--- src/rtl/params_pkg.sv ---
// rtl/params_pkg.sv - shared widths, boot address and fetch-stage types
package params_pkg;

    localparam int ADDR_WIDTH = 32;
    localparam int DATA_WIDTH = 32;
    localparam logic [31:0] BOOT_ADDR = 32'h0000_1000;

    typedef logic [DATA_WIDTH-1:0] instruction_t;

    typedef enum logic [1:0] {
        REQ   = 2'd0,
        WAIT  = 2'd1,
        HOLD  = 2'd2,
        DRAIN = 2'd3
    } fetch_state_t;

endpackage

--- src/rtl/fetch_stage.sv ---
// rtl/fetch_stage.sv - instruction fetch: PC, single-outstanding imem port, hold buffer, IF/ID register
module fetch_stage #(
    parameter int                    ADDR_WIDTH = params_pkg::ADDR_WIDTH,
    parameter int                    DATA_WIDTH = params_pkg::DATA_WIDTH,
    parameter logic [ADDR_WIDTH-1:0] BOOT_ADDR  = params_pkg::BOOT_ADDR
) (
    input  logic                     clk_i,
    input  logic                     rst_i,
    input  logic                     stall_i,
    input  logic                     redirect_i,
    input  logic [ADDR_WIDTH-1:0]    redirect_pc_i,
    output logic                     imem_req_o,
    output logic [ADDR_WIDTH-1:0]    imem_addr_o,
    input  logic                     imem_ready_i,
    input  logic                     imem_rsp_valid_i,
    input  logic [DATA_WIDTH-1:0]    imem_rsp_data_i,
    output logic                     valid_o,
    output logic [ADDR_WIDTH-1:0]    pc_o,
    output params_pkg::instruction_t instruction_o
);
    import params_pkg::*;

    localparam logic [ADDR_WIDTH-1:0] PC_STEP = ADDR_WIDTH'(4);

    fetch_state_t          state;
    logic [ADDR_WIDTH-1:0] fetch_pc;
    logic [ADDR_WIDTH-1:0] req_pc;
    logic [ADDR_WIDTH-1:0] hold_pc;
    instruction_t          hold_data;
    logic                  slot_free;
    logic                  in_flight;
    logic [ADDR_WIDTH-1:0] redirect_target;

    // Request side depends on registered state only, keeping stall/redirect off the memory path.
    assign imem_req_o  = (state == REQ);
    assign imem_addr_o = fetch_pc;

    assign slot_free       = !valid_o || !stall_i;
    assign redirect_target = {redirect_pc_i[ADDR_WIDTH-1:2], 2'b00};

    // A request is still outstanding after this edge if it was just accepted or its response is yet to come.
    assign in_flight = (((state == WAIT) || (state == DRAIN)) && !imem_rsp_valid_i)
                    || ((state == REQ) && imem_ready_i);

    always_ff @(posedge clk_i or posedge rst_i) begin
        if (rst_i) begin
            state         <= REQ;
            fetch_pc      <= BOOT_ADDR;
            req_pc        <= '0;
            hold_pc       <= '0;
            hold_data     <= '0;
            valid_o       <= 1'b0;
            pc_o          <= '0;
            instruction_o <= '0;
        end else if (redirect_i) begin
            valid_o   <= 1'b0;
            fetch_pc  <= redirect_target;
            hold_pc   <= '0;
            hold_data <= '0;
            state     <= in_flight ? DRAIN : REQ;
        end else begin
            // Decode consumes the current entry; a load below overrides this.
            if (valid_o && !stall_i) begin
                valid_o <= 1'b0;
            end
            case (state)
                REQ: begin
                    if (imem_ready_i) begin
                        req_pc <= fetch_pc;
                        state  <= WAIT;
                    end
                end
                WAIT: begin
                    if (imem_rsp_valid_i) begin
                        fetch_pc <= req_pc + PC_STEP;
                        if (slot_free) begin
                            valid_o       <= 1'b1;
                            pc_o          <= req_pc;
                            instruction_o <= instruction_t'(imem_rsp_data_i);
                            state         <= REQ;
                        end else begin
                            hold_pc   <= req_pc;
                            hold_data <= instruction_t'(imem_rsp_data_i);
                            state     <= HOLD;
                        end
                    end
                end
                HOLD: begin
                    if (!stall_i) begin
                        valid_o       <= 1'b1;
                        pc_o          <= hold_pc;
                        instruction_o <= hold_data;
                        state         <= REQ;
                    end
                end
                DRAIN: begin
                    if (imem_rsp_valid_i) begin
                        state <= REQ;
                    end
                end
                default: state <= REQ;
            endcase
        end
    end

endmodule

--- config.mk ---
export PLATFORM = sky130hd
export DESIGN_NAME = fetch_stage
export DESIGN_NICKNAME = d
export VERILOG_FILES = /design/src/rtl/params_pkg.sv /design/src/rtl/fetch_stage.sv
export SDC_FILE = /design/constraint.sdc
export NUM_CORES = 1
export LEC_CHECK = 0
export ABC_AREA = 1
export CAP_MARGIN = 10
export CORE_MARGIN = 2
export CORE_UTILIZATION = 37
export CTS_BUF_LIST = sky130_fd_sc_hd__clkbuf_4 sky130_fd_sc_hd__clkbuf_8 sky130_fd_sc_hd__clkbuf_16
export CTS_CLUSTER_SIZE = 25
export DETAILED_ROUTE_END_ITERATION = 7
export PLACE_DENSITY = 0.69
export SYNTH_ARGS = -nofsm -noshare
export SYNTH_HDL_FRONTEND = slang
export SYNTH_SLANG_ARGS = --single-unit
export TNS_END_PERCENT = 100
--- constraint.sdc ---
create_clock -name clk_i -period 12.2 [get_ports clk_i]
set_clock_uncertainty 0.15 [all_clocks]
set_input_delay 2.44 -clock clk_i [delete_from_list [all_inputs] [get_ports clk_i]]
set_output_delay 2.44 -clock clk_i [all_outputs]
set_load 0.02 [all_outputs]
==> flow_metrics.tcl <==
set metrics [dict create \
    outcome "complete, no violations" \
    htreeDepth 4 \
    ys_ff_latch 195 \
    slew_headroom 0.338 \
    switchingPower_mw 1.14 \
    drive_gt1_frac 0.0498 \
    grt_usage 0.198 \
    internal-power_mw 1.68 \
    power.total_mw 2.82 \
    endpoint_kind "flop" \
    cts_resized 0 \
    cp-start-kind "primary input" \
    gp_congestion 0.880 \
    netlist_instances 1203 \
    viasPerCell 4.86 \
    comb_power_share 0.424 \
    rows 58 \
    synth_edf_count 0 \
    cts_inserted_buffers 17 \
    rsz0062_at_grt "no" \
    fmax_ghz 0.214 \
    clock_sinks 195 \
    grt_max_degree 125 \
    grt_pass1_vias 8057 \
    die_w_um 163 \
    reg2reg_to "hold_data[14]$_DFFE_PP0P_" \
    crit_slowest_cell "buf_4" \
    numPortBuffers 165 \
    synth_cell_types 34 \
    worstSetupEndpoint "hold_data[14]$_DFFE_PP0P_" \
    syn_avg_cell_area_um2 7.74 \
    syn_nets 1278 \
    drc 0 \
    grt_first_pass_wirelength_um 41400 \
    holdBufCountCts 0 \
    r2r-start "state[1]$_DFFE_PP0P_" \
    required_ps 12390 \
    vias 8157 \
    first_iter_violations 629 \
    crit_family "buffers and inverters" \
    post-route-util 0.473 \
    drt-total-wl_um 25400 \
    drt_first_pass_iters 5 \
    clkLatencyLatePin_ps 440 \
    seq_power_share 0.359 \
    finalHoldViolCount 0 \
    synth-main-ff-cell "dfrtp_1" \
    drv_cap 0 \
    area_growth_pct 26.8 \
    ios 168 \
    synthArstFlopShare 1.00 \
    cp_max_fo 50 \
    finalSetupViolations 0 \
    core-area_um2 25000 \
    vdd_drop_max_mv 0.114 \
    power_density_nw_per_um2 239 \
    path_clk_slew_ps 70 \
    yosysSeqAreaShare 0.524 \
    syn_area_um2 9320 \
    clockRootBuffer "clkbuf_16" \
    wire_per_inst_um 15.2 \
    worst_slew_pin_slew_ps 993 \
    overflow 0 \
    final.setup.tns_ps 0 \
    finalCritPeriodShare 0.383 \
    cp.arrival_ps 4850 \
    finalNetCount 1408 \
    swShare 0.403 \
    antenna_found_initial 1 \
    ys.warnings.count 0 \
    path_class "in2reg" \
    startpoint "stall_i" \
    crit_chain "clkdlybuf4s50_1, nand2_1, nor2_4, buf_4, nor2_4, buf_4, inv_1, o21ai_0" \
    max_stage_delay_ps 500 \
    power.share.clock 0.217 \
    die_h_um 163 \
    period_minus_slack_ps 4670 \
    path_depth 8 \
    dpl.hpwl_um 17000 \
    tritoncts "built" \
    cts_buffer_depth 2 \
    p_leak_nw 5.30 \
    r2r_slack_ps 9340 \
    postCtsSetupBuffers 0 \
    drv_slew 0 \
    hold_path_class "reg2reg" \
    detail-route-antenna-nets 0 \
    rr_worst_depth 9 \
    dieArea_um2 26500 \
    worst-path-buf-inv 4 \
    start_util 0.373 \
]
==> cells by family (layout without fill, tap and decap cells) <==
logic type | count (synthesis) | after routing | share of synthesized area
AOI/OAI and AO/OA | 241 | 241 | 0.133
and+or+nand+nor | 598 | 598 | 0.262
other | 0 | 1 | 0
adders and majority gates | 5 | 5 | 0.00672
buffers and inverters | 164 | 307 | 0.0747
DFF | 195 | 195 | 0.524
==> placed cells by master, fill, tap and decap left out, drive strengths merged <==
cell type        n
a211oi           1
a21oi          125
a31oi            8
a41oi            1
and2             1
buf             10
bufinv           3
clkbuf          21
clkdlybuf4s50  164
clkinv           1
clkinvlp         1
dfrtp          194
dfstp            1
diode            1
ha               5
inv            107
nand2          300
nand3           46
nand3b           7
nand4            6
nor2           225
nor3             4
o211ai           2
o21ai           99
o21bai           1
o31ai            4
or2              9
==> synthesized netlist by cell type (2+ instances only) <==
| master | count | area share |
|---|---|---|
| nand4_1 | 6 | 0.0040 |
| inv_1 | 98 | 0.039 |
| nor2_4 | 4 | 0.0048 |
| buf_4 | 9 | 0.0073 |
| nand3_1 | 45 | 0.024 |
| or2_0 | 4 | 0.0027 |
| inv_2 | 2 | 0.00081 |
| clkbuf_1 | 18 | 0.0073 |
| dfrtp_1 | 194 | 0.52 |
| nor2_2 | 7 | 0.0047 |
| o21ai_1 | 11 | 0.0059 |
| ha_1 | 5 | 0.0067 |
| nor2_1 | 214 | 0.086 |
| o211ai_1 | 2 | 0.0016 |
| o31ai_1 | 4 | 0.0032 |
| nand2_2 | 2 | 0.0013 |
| or2_2 | 4 | 0.0027 |
| nand2_1 | 298 | 0.12 |
| nor3_1 | 3 | 0.0016 |
| o21ai_0 | 88 | 0.047 |
| a31oi_1 | 8 | 0.0054 |
| buf_2 | 35 | 0.019 |
| a21oi_1 | 125 | 0.067 |
| nand3b_1 | 7 | 0.0056 |
==> worst min-delay path by stage <==
stage	cells past startpoint	from	slack (ps)	to
after floorplan	2	hold_pc[31]$_DFFE_PP0P_	290	hold_pc[31]$_DFFE_PP0P_
after global placement	2	hold_pc[14]$_DFFE_PP0P_	300	hold_pc[14]$_DFFE_PP0P_
final	2	hold_pc[24]$_DFFE_PP0P_	330	hold_pc[24]$_DFFE_PP0P_
after global routing	2	hold_pc[23]$_DFFE_PP0P_	360	hold_pc[23]$_DFFE_PP0P_
after CTS	2	hold_pc[24]$_DFFE_PP0P_	330	hold_pc[24]$_DFFE_PP0P_
after detailed placement	2	hold_pc[24]$_DFFE_PP0P_	310	hold_pc[24]$_DFFE_PP0P_
==> metal layers <==
| layer | part of all wire | global-route usage | vias to the layer above | wire (um) |
|---|---|---|---|---|
| met5 | 0 | 0 | - | 0 |
| met4 | 0.017 | 0.0547 | 0 | 433 |
| met3 | 0.055 | 0.0413 | 23 | 1400 |
| met2 | 0.46 | 0.323 | 221 | 11600 |
| met1 | 0.47 | 0.268 | 3807 | 12000 |
| li1 | - | - | 4106 | - |
==> per-stage QoR <==
step	hold slack (ps)	cell area (um2)	setup WS [ps]	instances
after floorplan	292	9320	4300	1203
after global placement	303	11200	7150	1644
after detailed placement	308	11200	7040	1644
after CTS	325	11800	7500	1676
after global routing	356	11800	7350	1676
final	326	11800	7530	1677
==> power groups by stage <==
stage	Combinational [mW]	Sequential [mW]	Clock, mW
2_1_floorplan	0.562	1.16	0
3_3_place_gp	1.18	1.02	0
3_5_place_dp	1.20	1.03	0
4_1_cts	1.21	1.01	0.624
5_1_grt	1.32	1.04	0.650
6_report	1.20	1.01	0.611
==> worst register-to-register path, cell delays in order (launching register included) <==
cell	delay (ps)
dfrtp_1	430
inv_1	90
ha_1	220
nand2_2	130
nor2_4	30
buf_4	310
nor2_4	140
buf_4	500
inv_1	450
o21ai_0	320
==> flip-flops by register name, summed over array words and instances, names as in the netlist <==
signal	flops
hold_pc	32
valid_o	1
instruction_o	32
imem_addr_o	32
req_pc	32
hold_data	32
pc_o	32
state	2
==> area by class of cell <==
class / instances / area, um2
fillers: 2473 / 13200
flip-flops and latches: 195 / 4880
multi-input cells: 844 / 3770
repair buffers: 174 / 1710
clock buffers: 21 / 480
well taps: 330 / 413
inverters: 101 / 389
clock inverters: 11 / 161
diodes: 1 / 2.50
Power figures use the tool's default switching activity.
